<file path="src/rtl/regfile_dump.sv">
// Register-file dump engine: walks every register pair through the two async
// read ports and streams (address, value) beats out over a valid/ready interface.
module regfile_dump #(
   parameter int NREGS = 32,
   parameter int AW    = 5,
   parameter int DW    = 32
) (
   input  logic          clk,
   input  logic          rst_n,
   input  logic          start,
   output logic          busy,
   output logic          done,
   output logic [AW-1:0] ra1,
   output logic [AW-1:0] ra2,
   input  logic [DW-1:0] rd1,
   input  logic [DW-1:0] rd2,
   input  logic          we3,
   input  logic [AW-1:0] wa3,
   input  logic [DW-1:0] wd3,
   output logic          out_valid,
   input  logic          out_ready,
   output logic [AW-1:0] out_addr,
   output logic [DW-1:0] out_data
);

   typedef enum logic [2:0] {IDLE, READ, SEND0, SEND1, DONE} state_t;

   localparam logic [AW-1:0] LAST_PTR = AW'(NREGS - 2);

   state_t        state, state_nxt;
   logic [AW-1:0] ptr;
   logic [AW-1:0] ptr_odd;
   logic [DW-1:0] buf0, buf1;
   logic          fwd0, fwd1;

   // ptr is always even, so the odd partner is formed by setting bit 0; this
   // keeps ra2 in range without an adder.
   assign ptr_odd = {ptr[AW-1:1], 1'b1};
   assign ra1     = ptr;
   assign ra2     = ptr_odd;

   // A write landing on the capture edge must win over the stale read data.
   assign fwd0 = we3 && (wa3 == ptr)     && (wa3 != '0);
   assign fwd1 = we3 && (wa3 == ptr_odd) && (wa3 != '0);

   // NOTE: sequential state uses non-blocking assignments so every flop
   // samples pre-edge values regardless of process ordering.
   always_ff @(posedge clk or negedge rst_n) begin
      if (!rst_n) state <= IDLE;
      else        state <= state_nxt;
   end

   always_comb begin
      // NOTE: default first so no path leaves state_nxt unassigned (no latch).
      state_nxt = state;
      unique case (state)
         IDLE:    if (start) state_nxt = READ;
         READ:    state_nxt = SEND0;
         SEND0:   if (out_ready) state_nxt = SEND1;
         SEND1:   if (out_ready) state_nxt = (ptr == LAST_PTR) ? DONE : READ;
         DONE:    state_nxt = IDLE;
         default: state_nxt = IDLE;
      endcase
   end

   always_ff @(posedge clk or negedge rst_n) begin
      if (!rst_n) begin
         ptr  <= '0;
         buf0 <= '0;
         buf1 <= '0;
      end else begin
         unique case (state)
            IDLE: if (start) ptr <= '0;
            READ: begin
               buf0 <= fwd0 ? wd3 : rd1;
               buf1 <= fwd1 ? wd3 : rd2;
            end
            SEND1: if (out_ready && ptr != LAST_PTR) ptr <= ptr + AW'(2);
            DONE:  ptr <= '0;
            default: ;
         endcase
      end
   end

   always_comb begin
      busy      = (state != IDLE);
      done      = (state == DONE);
      out_valid = (state == SEND0) || (state == SEND1);
      out_addr  = '0;
      out_data  = '0;
      if (state == SEND0) begin
         out_addr = ptr;
         out_data = buf0;
      end else if (state == SEND1) begin
         out_addr = ptr_odd;
         out_data = buf1;
      end
   end

endmodule
</file>
<file path="config.mk">
export PLATFORM = sky130hd
export DESIGN_NAME = regfile_dump
export DESIGN_NICKNAME = d
export VERILOG_FILES = /design/src/rtl/regfile_dump.sv
export SDC_FILE = /design/constraint.sdc
export NUM_CORES = 1
export LEC_CHECK = 0
export CAP_MARGIN = 20
export CORE_UTILIZATION = 48
export DETAILED_ROUTE_END_ITERATION = 6
export GPL_TIMING_DRIVEN = 0
export MAX_ROUTING_LAYER = met4
export PLACE_DENSITY = 0.86
export REMOVE_ABC_BUFFERS = 1
export SLEW_MARGIN = 30
export SYNTH_ARGS = -nofsm -noshare
export SYNTH_HDL_FRONTEND = slang
export SYNTH_SLANG_ARGS = --single-unit
</file>
<file path="constraint.sdc">
create_clock -name clk -period 3.1 [get_ports clk]
set_clock_uncertainty 0.2 [all_clocks]
set_input_delay 0.465 -clock clk [delete_from_list [all_inputs] [get_ports clk]]
set_output_delay 0.465 -clock clk [all_outputs]
set_load 0.01 [all_outputs]
</file>
-- After elaboration in Yosys (flattened, before gate mapping)
Index checks and enable logic that the tools add are counted.
- bits in registers: 72
- word-level logic and storage cells: 43
- mux-type cells: 14
- $add $sub $neg: 1
- equality and inequality tests: 12
- reduce and logical (&&, ||, !) cells: 12
- operators by type and width (cell ; count):
    $mux W32 ; 4
    $mux W5 ; 4
    $pmux W5 S3 ; 1
    $mux W3 ; 4
    $pmux W3 S4 ; 1
    $eq A5 B5 Y1 ; 2
    $ne A2 B2 Y1 const B ; 4
    $eq A3 B2 Y1 const B ; 2
    $reduce_and A3 Y1 ; 2
    $reduce_bool A3 Y1 ; 2
    $add A5 B2 Y5 const B ; 1
    $eq A5 B5 Y1 const B ; 1
    $logic_and A1 B1 Y1 ; 5
    $ne A5 B5 Y1 const B ; 1
    $reduce_bool A5 Y1 ; 1
    $eq A3 B1 Y1 const B ; 1
    $eq A3 B3 Y1 const B ; 1
    $logic_not A3 Y1 ; 1
    $logic_or A1 B1 Y1 ; 1

-- Longest topological paths before layout
- word-level depth: 4
- gate-level depth with buffers: 8
- depth with buffers taken out: 6

-- Worst setup path after synthesis
OpenSTA, ideal clock, no wires.
- path type: register to output
- start: reg state[1]
- end: out out_data[22]
- required time: 2.435 ns
- slack: 1.253 ns
- cell stages (with the launch flop): 6
- arrival time: 1.182 ns
- buffers on the path: 3
- cells stage by stage: dfrtp_1 buf_2 nand2b_1 clkbuf_1 clkbuf_1 nor2_1
- longest elaborated chain between the ends: 3
- elaborated cells on any way between the ends: 4
- those cells by class: eq/ne (2); mux (2)
- RTL lines (element ; line ; RTL):
    start, declared ; 30 ; state_t state, state_nxt;
    start signal, assigned ; 50 ; else state <= state_nxt;
    $eq A3 B2 Y1 ; 94 ; end else if (state == SEND1) begin
    $mux W32 ; 94 ;
    $mux W32 (*) ; 91 ; if (state == SEND0) begin
    end, declared ; 23 ; output logic [DW-1:0] out_data
Every way passes the cells marked *; elsewhere a longest branch is shown, timed or not.

-- Worst setup path after layout
- start: reg state[2]
- end: out out_data[20]
The elaborated chain is that of the path after synthesis.

==> results.py <==
metrics = {
    "global_route": {
        "grt_max_degree": 43,
        "track_usage": 0.2989,
        "grt_overflow_total": 0,
        "grt_pass1_vias": 4163,
        "grt_pass1_wl_mm": 20.12,
        "antenna_found_initial": 0,
    },
    "route": {
        "num_vias": 4359,
        "ant_nets": 0,
        "first_pass_iters": 5,
        "wirelength_met1_mm": 5.044,
        "route.detailed.drc": 0,
        "wl_met2_mm": 6.383,
        "wl_mm": 12.83,
        "vias_per_cell": 5.947,
        "drt_iter0_markers": 309,
        "wl_met3_mm": 1.133,
        "top_layer": "met4",
        "post_drt_wl_per_cell_um": 17.50,
    },
    "cts": {
        "cts-root-buf": "clkbuf_8",
        "cts_setup_buffers": 0,
        "path_clk_slew_ns": 0.08,
        "numCtsBuffers": 9,
        "htree_levels": 3,
        "clock_path_buffers": 2,
        "cts_tree": "built",
        "clock_latency_ns": 0.34,
        "numClockSinks": 71,
    },
    "yosys": {
        "avgSynthCellArea_um2": 8.290,
        "synth-seq-cells": 71,
        "synth_flop_cell": "dfrtp_1",
        "synthesis.area_mm2": 0.004145,
        "synth-compound-area-share": 0.1902,
        "synth-simple-area-share": 0.2122,
        "synth-xor-area-share": 0.006339,
        "synth_edf_count": 0,
        "synthArstFlopShare": 1.000,
        "synth.distinct_cells": 37,
        "ys_warn_count": 0,
        "syn_inst": 500,
        "ys_seq_area_frac": 0.4286,
        "synth_top_family_by_area": "simple AND/OR/NAND/NOR gates",
        "muxShareOfSynthArea": 0.07969,
        "synth_adder_area_share": 0.003018,
    },
    "run_status": {
        "status": "finished, final reports clean",
    },
    "floorplanning": {
        "core_mm2": 0.008299,
        "start_util": 0.4995,
        "io-pin-count": 156,
        "die_h_um": 94.93,
        "dieArea_mm2": 0.009012,
        "die_w_um": 94.93,
        "rows": 33,
    },
    "power_and_ir_drop": {
        "power_switching_mw": 2.231,
        "ir_worst_vdd_v": 0.0004348,
        "p_per_area_mw_per_mm2": 915.8,
        "p_comb_frac": 0.560,
        "switching_share": 0.4113,
        "seqPwrFrac": 0.323,
        "intPower_mw": 3.193,
        "clkPwrFrac": 0.116,
        "p_leak_nw": 2.280,
    },
    "final_layout": {
        "final_util": 0.7136,
        "final_cell_area_mm2": 0.005922,
        "syn_to_final_growth_pct": 42.86,
        "final_cell_mix": "clkdlybuf4s50_1 (152), nor2_1 (102), dfrtp_1 (70)",
        "layout_commonest_cell": "clkdlybuf4s50_1",
        "antenna_cells": 0,
        "final_layout_size_suffix_gt1_frac": 0.06529,
        "finalNetCount": 731,
    },
    "sta": {
        "setup_viol": 0,
        "slew_violations": 0,
        "fin_crit_sh": 0.9290,
        "relSlewSlack": 0.4668,
        "fmax_mhz": 347.2,
        "setup_tns_ns": 0,
        "rsz0062_at_grt": "false",
        "hold_viol": 0,
        "fin_crit_ns": 2.880,
        "worst_slew_pin_slew_ns": 0.7998,
    },
    "critical_path": {
        "rrSetupSlack_ns": 0.34,
        "crit_fanout": 20,
        "startpoint_type": "flip-flop",
        "crit_type": "flip-flop to output port",
        "cp.arrival_ns": 2.22,
        "cp.required_ns": 2.43,
        "cp-end-kind": "output port",
    },
    "worst_hold_path": {
        "hp-class": "flip-flop to flip-flop",
    },
    "placed_design": {
        "dpl.hpwl_mm": 8.917,
        "gp_congestion": 0.8003,
        "portBuffers": 153,
        "dpl_cell_area_mm2": 0.005749,
    },
    "job": {
        "maxCapViolations": 0,
    },
}
## per-stage QoR
stage	std cells	hold slack, ns	power [mW]	setup WS (ns)
after global placement	701	0.3351	4.545	-4.411
after floorplan	443	-0.03059	3.248	-2.707
after global routing	733	0.3745	5.787	0.09888
after CTS	733	0.3525	5.419	0.2091
after detailed placement	717	0.2550	4.780	0.3490
final	733	0.3532	5.423	0.2200
## timing repair
| action | in CTS | in global routing |
|---|---|---|
| hold endpoints to repair | 33 | 0 |
| hold buffers | 1 | 0 |
| resized for setup | 0 | 0 |
## final cells by class
class	count	area, um2
fill	621	2377
multi-input combinational	368	2071
sequential	71	1780
timing repair buffer	170	1762
tap	105	131.4
clock buffer	9	123.9
clock inverter	6	38.79
inverter	4	15.01
## layer usage
metal,vias up,GRT usage
met5,-,-
met4,0,0.1010
met3,31,0.06361
met2,229,0.4952
met1,2071,0.3614
li1,2028,-
## power by group through the flow
stage	logic, mW	registers, mW	clock network [mW]
after floorplan	1.57	1.68	0
after global placement	2.81	1.73	0
after detailed placement	3.01	1.77	0
after CTS	3.03	1.75	0.637
after global routing	3.30	1.81	0.680
final	3.04	1.75	0.630
## cell families after synthesis
family | Yosys count
buffers and inverters | 61
and+or+nand+nor | 192
muxes | 33
DFF | 71
adders and majority gates | 1
AOI/OAI and AO/OA | 137
xor gates and xnor gates | 3
other | 2
## worst max-delay path, cell delays in order (launching register included)
cell,delay [ns]
dfrtp_1,0.47
nand2b_2,0.43
buf_16,0.27
nor2_1,0.10
clkdlybuf4s50_1,0.60
## final timing paths
| path | to | cells past startpoint | startpoint |
|---|---|---|---|
| max in group asynchronous | state[0]$_DFFE_PN0P_ | 3 | rst_n |
| worst min-delay path | buf0[17]$_DFFE_PN0P_ | 2 | buf0[17]$_DFFE_PN0P_ |
| min in group asynchronous | buf1[23]$_DFFE_PN0P_ | 2 | rst_n |
| worst min register to register | buf0[17]$_DFFE_PN0P_ | 2 | buf0[17]$_DFFE_PN0P_ |
| worst max register to register | buf1[26]$_DFFE_PN0P_ | 7 | state[0]$_DFFE_PN0P_ |
| worst max-delay path | out_data[20] | 4 | state[2]$_DFFE_PN0P_ |
## synth_stat cells (4+ instances only)
master | number | area (um2)
a31oi_1 | 64 | 400.4
buf_4 | 19 | 142.6
o21ai_0 | 7 | 35.03
buf_2 | 16 | 80.08
nand3_1 | 65 | 325.3
nand4_1 | 4 | 25.02
and2_1 | 5 | 31.28
clkbuf_1 | 19 | 71.32
nor2_1 | 102 | 382.9
o21ai_1 | 59 | 295.3
dfrtp_1 | 71 | 1777
mux2i_1 | 33 | 330.3
## sequential cells by signal (all words and copies together), names as in the netlist
name and count:
buf0 32, state 3, ra1 4, buf1 32
(Power assumes the default switching activity.)
